--- src/rtl/instrumented_adder_core_pkg.sv ---
// Shared constants for the instrumented ripple adder core.
// Register map, LA3 control bit positions and IO pad indices.
package instrumented_adder_core_pkg;

    localparam int DW   = 32;
    localparam int IO_W = 38;

    localparam logic [2:0] ADDR_A    = 3'd0;
    localparam logic [2:0] ADDR_B    = 3'd1;
    localparam logic [2:0] ADDR_EXT  = 3'd2;
    localparam logic [2:0] ADDR_RING = 3'd3;
    localparam logic [2:0] ADDR_TAP  = 3'd4;

    localparam int LA3_ADDR_LSB = 0;
    localparam int LA3_WR       = 3;
    localparam int LA3_RUN      = 4;

    localparam int IO_EXT   = 8;
    localparam int IO_FB    = 8;
    localparam int IO_CHAIN = 9;

    typedef struct packed {
        logic [DW-1:0] a;
        logic [DW-1:0] b;
        logic [DW-1:0] ext;
        logic [DW-1:0] ring;
        logic [DW-1:0] tap;
    } cfg_t;

endpackage

--- src/rtl/instrumented_adder_core_if.sv ---
// Logic-analyzer banks, IO pads and project select of the adder core.
// master drives the inputs, slave is the user project.
interface instrumented_adder_core_if;
    import instrumented_adder_core_pkg::*;

    logic            active;
    logic [DW-1:0]   la1_data_in;
    logic [DW-1:0]   la1_data_out;
    logic [DW-1:0]   la1_oenb;
    logic [DW-1:0]   la2_data_in;
    logic [DW-1:0]   la2_data_out;
    logic [DW-1:0]   la2_oenb;
    logic [DW-1:0]   la3_data_in;
    logic [DW-1:0]   la3_data_out;
    logic [DW-1:0]   la3_oenb;
    logic [IO_W-1:0] io_in;
    logic [IO_W-1:0] io_out;
    logic [IO_W-1:0] io_oeb;

    modport master (
        output active, la1_data_in, la1_oenb,
        output la2_data_in, la2_oenb,
        output la3_data_in, la3_oenb, io_in,
        input  la1_data_out, la2_data_out,
        input  la3_data_out, io_out, io_oeb
    );

    modport slave (
        input  active, la1_data_in, la1_oenb,
        input  la2_data_in, la2_oenb,
        input  la3_data_in, la3_oenb, io_in,
        output la1_data_out, la2_data_out,
        output la3_data_out, io_out, io_oeb
    );

endinterface

--- src/rtl/instrumented_adder.sv ---
// Operand mux, 32-bit adder, registered ring feedback node and
// the toggle / run-cycle measurement counters.
module instrumented_adder
    import instrumented_adder_core_pkg::*;
(
    input  logic          clk,
    input  logic          rst_n,
    input  logic [DW-1:0] a_in,
    input  logic [DW-1:0] b_in,
    input  logic [DW-1:0] ext_sel,
    input  logic [DW-1:0] ring_sel,
    input  logic [DW-1:0] tap_mask,
    input  logic          ext_bit,
    input  logic          run,
    output logic [DW-1:0] sum,
    output logic          chain_out,
    output logic          fb,
    output logic [DW-1:0] toggle_cnt,
    output logic [DW-1:0] cycle_cnt
);

    logic          fb_q, fb_d, fb_next;
    logic [DW-1:0] toggle_q, toggle_d;
    logic [DW-1:0] cycle_q, cycle_d;
    logic [DW-1:0] a_eff;

    // Per-bit operand select: ring feedback beats external pad beats register
    always_comb begin
        a_eff = (ring_sel & {DW{fb_q}})
              | (~ring_sel & ext_sel & {DW{ext_bit}})
              | (~ring_sel & ~ext_sel & a_in);
        {chain_out, sum} = {1'b0, a_eff} + {1'b0, b_in};
    end

    // Feedback and counters advance only while run is held
    always_comb begin
        fb_next  = ~^(sum & tap_mask);
        fb_d     = fb_q;
        toggle_d = toggle_q;
        cycle_d  = cycle_q;
        if (run) begin
            fb_d    = fb_next;
            cycle_d = cycle_q + 32'd1;
            if (fb_next != fb_q) begin
                toggle_d = toggle_q + 32'd1;
            end
        end
    end

    // Feedback node and counter registers
    always_ff @(posedge clk or negedge rst_n) begin
        if (!rst_n) begin
            fb_q     <= 1'b0;
            toggle_q <= '0;
            cycle_q  <= '0;
        end else begin
            fb_q     <= fb_d;
            toggle_q <= toggle_d;
            cycle_q  <= cycle_d;
        end
    end

    assign fb         = fb_q;
    assign toggle_cnt = toggle_q;
    assign cycle_cnt  = cycle_q;

endmodule

--- src/rtl/instrumented_adder_core.sv ---
// Instrumented adder user project: LA register decode, strobe edge
// detection and active gating of every output toward the pads.
module instrumented_adder_core
    import instrumented_adder_core_pkg::*;
(
    input  logic                      wb_clk_i,
    input  logic                      rst_n,
    instrumented_adder_core_if.slave  bus
);

    cfg_t          cfg_q, cfg_d;
    logic          strobe_q, strobe_d;
    logic          wr_edge;
    logic [2:0]    addr;
    logic [DW-1:0] sum, toggle_cnt, cycle_cnt;
    logic          chain_out, fb;
    logic          unused_ok;

    assign addr    = bus.la3_data_in[LA3_ADDR_LSB +: 3];
    assign wr_edge = bus.la3_data_in[LA3_WR] & ~strobe_q;

    // A rising strobe writes the LA1 word into the addressed register
    always_comb begin
        cfg_d    = cfg_q;
        strobe_d = bus.la3_data_in[LA3_WR];
        if (wr_edge) begin
            case (addr)
                ADDR_A:    cfg_d.a    = bus.la1_data_in;
                ADDR_B:    cfg_d.b    = bus.la1_data_in;
                ADDR_EXT:  cfg_d.ext  = bus.la1_data_in;
                ADDR_RING: cfg_d.ring = bus.la1_data_in;
                ADDR_TAP:  cfg_d.tap  = bus.la1_data_in;
                default:   ;
            endcase
        end
    end

    // Configuration registers and strobe history
    always_ff @(posedge wb_clk_i or negedge rst_n) begin
        if (!rst_n) begin
            cfg_q    <= '0;
            strobe_q <= 1'b0;
        end else begin
            cfg_q    <= cfg_d;
            strobe_q <= strobe_d;
        end
    end

    instrumented_adder u_adder (
        .clk        (wb_clk_i),
        .rst_n      (rst_n),
        .a_in       (cfg_q.a),
        .b_in       (cfg_q.b),
        .ext_sel    (cfg_q.ext),
        .ring_sel   (cfg_q.ring),
        .tap_mask   (cfg_q.tap),
        .ext_bit    (bus.io_in[IO_EXT]),
        .run        (bus.la3_data_in[LA3_RUN]),
        .sum        (sum),
        .chain_out  (chain_out),
        .fb         (fb),
        .toggle_cnt (toggle_cnt),
        .cycle_cnt  (cycle_cnt)
    );

    // Deselected project drives zeros and releases every pad
    always_comb begin
        bus.la1_data_out = '0;
        bus.la2_data_out = '0;
        bus.la3_data_out = '0;
        bus.io_out       = '0;
        bus.io_oeb       = '1;
        if (bus.active) begin
            bus.la1_data_out     = sum;
            bus.la2_data_out     = toggle_cnt;
            bus.la3_data_out     = cycle_cnt;
            bus.io_out[IO_FB]    = fb;
            bus.io_out[IO_CHAIN] = chain_out;
            bus.io_oeb[IO_FB]    = 1'b0;
            bus.io_oeb[IO_CHAIN] = 1'b0;
        end
    end

    assign unused_ok = ^{bus.la1_oenb, bus.la2_data_in, bus.la2_oenb,
                         bus.la3_oenb, bus.la3_data_in[DW-1:5],
                         bus.io_in[IO_W-1:9], bus.io_in[7:0]};

endmodule

--- src/flat_wrapper.sv ---
// flat-port wrapper written by rule: the top's interface ports become plain ports
module instrumented_adder_core_flat import instrumented_adder_core_pkg::*;
  (wb_clk_i, rst_n, bus_active, bus_la1_data_in, bus_la1_oenb, bus_la2_data_in, bus_la2_oenb, bus_la3_data_in, bus_la3_oenb, bus_io_in, bus_la1_data_out, bus_la2_data_out, bus_la3_data_out, bus_io_out, bus_io_oeb);
  instrumented_adder_core_if bus_i ();
  input  logic wb_clk_i;
  input  logic rst_n;
  input wire logic [$bits(bus_i.active)-1:0] bus_active;
  input wire logic [$bits(bus_i.la1_data_in)-1:0] bus_la1_data_in;
  input wire logic [$bits(bus_i.la1_oenb)-1:0] bus_la1_oenb;
  input wire logic [$bits(bus_i.la2_data_in)-1:0] bus_la2_data_in;
  input wire logic [$bits(bus_i.la2_oenb)-1:0] bus_la2_oenb;
  input wire logic [$bits(bus_i.la3_data_in)-1:0] bus_la3_data_in;
  input wire logic [$bits(bus_i.la3_oenb)-1:0] bus_la3_oenb;
  input wire logic [$bits(bus_i.io_in)-1:0] bus_io_in;
  output wire logic [$bits(bus_i.la1_data_out)-1:0] bus_la1_data_out;
  output wire logic [$bits(bus_i.la2_data_out)-1:0] bus_la2_data_out;
  output wire logic [$bits(bus_i.la3_data_out)-1:0] bus_la3_data_out;
  output wire logic [$bits(bus_i.io_out)-1:0] bus_io_out;
  output wire logic [$bits(bus_i.io_oeb)-1:0] bus_io_oeb;
  assign bus_i.active = bus_active;
  assign bus_i.la1_data_in = bus_la1_data_in;
  assign bus_i.la1_oenb = bus_la1_oenb;
  assign bus_i.la2_data_in = bus_la2_data_in;
  assign bus_i.la2_oenb = bus_la2_oenb;
  assign bus_i.la3_data_in = bus_la3_data_in;
  assign bus_i.la3_oenb = bus_la3_oenb;
  assign bus_i.io_in = bus_io_in;
  assign bus_la1_data_out = bus_i.la1_data_out;
  assign bus_la2_data_out = bus_i.la2_data_out;
  assign bus_la3_data_out = bus_i.la3_data_out;
  assign bus_io_out = bus_i.io_out;
  assign bus_io_oeb = bus_i.io_oeb;
  instrumented_adder_core u_core (.wb_clk_i(wb_clk_i), .rst_n(rst_n), .bus(bus_i));
endmodule
--- config.mk ---
export PLATFORM = sky130hd
export DESIGN_NAME = instrumented_adder_core_flat
export DESIGN_NICKNAME = d
export VERILOG_FILES = /design/src/rtl/instrumented_adder_core_pkg.sv /design/src/rtl/instrumented_adder_core_if.sv /design/src/rtl/instrumented_adder.sv /design/src/rtl/instrumented_adder_core.sv /design/src/flat_wrapper.sv
export SDC_FILE = /design/constraint.sdc
export NUM_CORES = 1
export LEC_CHECK = 0
export CAP_MARGIN = 20
export CORE_MARGIN = 5
export CORE_UTILIZATION = 48
export CTS_CLUSTER_DIAMETER = 30
export DETAILED_ROUTE_END_ITERATION = 8
export HOLD_SLACK_MARGIN = 0.12
export PLACE_DENSITY_LB_ADDON = 0.12
export SETUP_SLACK_MARGIN = 0.15
export SYNTH_ARGS = -nofsm -noshare
export SYNTH_HDL_FRONTEND = slang
export SYNTH_SLANG_ARGS = --single-unit
--- constraint.sdc ---
create_clock -name wb_clk_i -period 5.35 [get_ports wb_clk_i]
set_input_delay 1.07 -clock wb_clk_i [delete_from_list [all_inputs] [get_ports wb_clk_i]]
set_output_delay 1.07 -clock wb_clk_i [all_outputs]
set_load 0.03 [all_outputs]
==> flow_summary.toml <==
[outcome]
outcome = "finished clean"

[synthesis]
synth_seq_cells = 226
synthTopCellsByCount = "dfrtp_1 (226), mux2_2 (163), nand2_1 (117), and2_1 (92), buf_4 (73)"
yosysTopAreaCell = "dfrtp_1"
synthesis.area_um2 = 13200
synth.distinct_cells = 67
synthCells = 1217
yosysSeqAreaShare = 0.430
synth_top_area_frac = 0.430
synth_warnings = 0
synth-async-reset-ratio = 1.00
synthFlopType = "dfrtp_1"
yosysMostFrequentCell = "dfrtp_1"
synth_edf_count = 0
synth_area_leaders = "dfrtp_1 (43%), mux2_2 (14%), and2_1 (4.4%), buf_4 (4.2%), ha_1 (4.0%)"
syn_avg_cell_area_um2 = 10.8

[critical_path]
ff2ff_path_depth = 22
rr_startpoint = "u_core.u_adder.fb"
critPathLaunchType = "primary input"
cp.arrival_ps = 5760
worst_path_max_delay_cell = "xnor3_2"
crit_buf_inv = 9
crit_family = "XOR/XNOR gates"
path_class = "in2reg"
worstSetupEndpoint = "u_core.u_adder.toggle_cnt[6]"
crit_cells = 24
r2r_end = "u_core.u_adder.toggle_cnt[6]"
cp_cell_sequence = "buf_8 > buf_12 > buf_12 > mux2i_1 > o21ai_1 > ha_1 > buf_6 > a21o_1 > a32o_1 > a211oi_2 > buf_4 > buf_4 > buf_4 > xnor2_1 > nand2_1 > xnor3_1 > xnor3_1 > xor3_1 > xnor3_2 > xnor2_4 > buf_12 > buf_8 > nand2b_4 > xnor2_2"
required_ps = 5780
slowest_delay_ps = 440
cp_max_fo = 7
reg2reg_setup_slack_ps = 230
endpoint_kind = "flip-flop"
cp-startpoint = "bus_io_in[8]"

[global_route]
grt_antenna_before_repair = 0
grt_pass1_vias = 10200
overflow = 0
grtUsageTotal = 0.211
grt_max_degree = 106
grt_first_pass_wirelength_um = 53100

[timing]
fin_skew_ps = 41.7
worst_pin_slew_ps = 967
slew_headroom = 0.354
fin_crit_sh = 0.996
whs_ps = 472
worst_slack_ps = 21.3
setup_violations = 0
rsz0062_at_grt = "yes"
drv_slew = 0
final_hold_viol_count = 0
timing.final.crit_period_ps = 5330
max_freq_mhz = 188

[layout]
fin_cells = 1910
num_antenna_cells = 0
syn_to_final_growth_pct = 40.6
drive_gt1_frac = 0.361
fill_cells = 2048
final_nets = 1805

[floorplan]
fp.dieH_um = 176
coreArea_um2 = 27000
dieArea_um2 = 30800
start_util = 0.488
row_count = 60
ios = 405
fp.dieW_um = 176

[placed_design]
dpl.hpwl_um = 22000
dpl_worst_slack_ps = -978
dp.cells = 1786
place_congestion = 0.832
port_buffers = 140

[routing]
vias = 9978
first_iter_violations = 425
ant_nets = 0
wl_per_cell_um = 17.7
dr.pass1.iters = 5
drt-total-wl_um = 33800
drc_errors = 0
avgViaCountPerCell = 5.22

[cts]
clock_path_buffers = 3
clk_pin_slew_worst_paths_ps = 40
htreeDepth = 2
cts.sinks = 226
cts_tree = "built"
insertion_delay_ps = 560
numCtsBuffers = 52
root_buffer = "clkbuf_16"

[run]
drv_cap = 0

[min_path]
hold_class = "reg2reg"
metal layers:
metal | track usage | vias up | part of all wire
met4 | 0.0507 | 0 | 0.016
met1 | 0.287 | 4910 | 0.45
li1 | - | 4758 | -
met2 | 0.342 | 259 | 0.48
met3 | 0.0512 | 51 | 0.061
met5 | 0 | - | 0
kinds of logic after synthesis:
family | share of synthesized area
buffers and inverters | 0.0579
multiplexers | 0.165
AO/OA/AOI/OAI | 0.0673
AND/OR/NAND/NOR | 0.153
XOR/XNOR | 0.0849
adder cells (fa/ha/maj) | 0.0415
flip-flops | 0.430
other | 0.000571
sequential cells by signal (all words and copies together), names as in the netlist:
register / flops
u_core.cfg_q: 160
u_core.u_adder.cycle_cnt: 32
u_core.u_adder.toggle_cnt: 32
u_core.strobe_q: 1
u_core.u_adder.fb: 1
stage by stage:
step                      TNS (ps)  cell area [um^2]   util
after floorplan                  0             13400      -
after detailed placement    -33870             15500  0.577
after global placement      -33910             15500  0.577
after CTS                        0             17900  0.664
final                            0             18500  0.686
after global routing         -3150             18500  0.686
worst min path at each step:
stage                                              from                            end  slack (ps)  cells past startpoint
after floorplan           u_core.u_adder.toggle_cnt[31]  u_core.u_adder.toggle_cnt[31]         430                      1
after global placement    u_core.u_adder.toggle_cnt[31]  u_core.u_adder.toggle_cnt[31]         460                      1
after detailed placement  u_core.u_adder.toggle_cnt[31]  u_core.u_adder.toggle_cnt[31]         460                      1
after CTS                 u_core.u_adder.toggle_cnt[31]  u_core.u_adder.toggle_cnt[31]         470                      1
after global routing      u_core.u_adder.toggle_cnt[20]  u_core.u_adder.toggle_cnt[20]         490                      1
final                      u_core.u_adder.cycle_cnt[31]   u_core.u_adder.cycle_cnt[31]         470                      1
area by class of cell:
cell class,count,area [um^2],area share
multi-input cells,935,7750,0.419
inverters,8,30.0,0.00162
well taps,341,427,0.0231
repair buffers,306,2770,0.150
clock buffers,70,1480,0.0800
flip-flops and latches,226,5660,0.306
clock inverters,24,384,0.0208
timing repair:
action,CTS,global route
pin swaps,34,63
endpoints found under the setup margin,51,41
gates resized for setup,67,103
hold buffers,0,0
buffers inserted,18,8
cloned,3,1
placed cells by master, fill, tap and decap left out, types with 10 or more instances in the layout:
| cell type | n |
|---|---|
| dfrtp_1 | 226 |
| buf_4 | 178 |
| mux2_2 | 162 |
| nand2_1 | 115 |
| clkdlybuf4s50_1 | 105 |
| and2_1 | 90 |
| conb_1 | 72 |
| clkbuf_16 | 53 |
| xor2_1 | 43 |
| o21ai_0 | 38 |
| xnor2_1 | 37 |
| nor2_1 | 34 |
| mux2i_1 | 33 |
| ha_1 | 33 |
| a21oi_1 | 25 |
| nand4_1 | 17 |
| nand3_1 | 17 |
| and3_1 | 14 |
| o21ai_1 | 12 |
| a21o_1 | 11 |
| clkbuf_8 | 11 |
| nor3_4 | 10 |
Power is left out: the tool's default activity adds up to more than one toggle a clock period on the data nets, which glitch-free logic cannot reach.
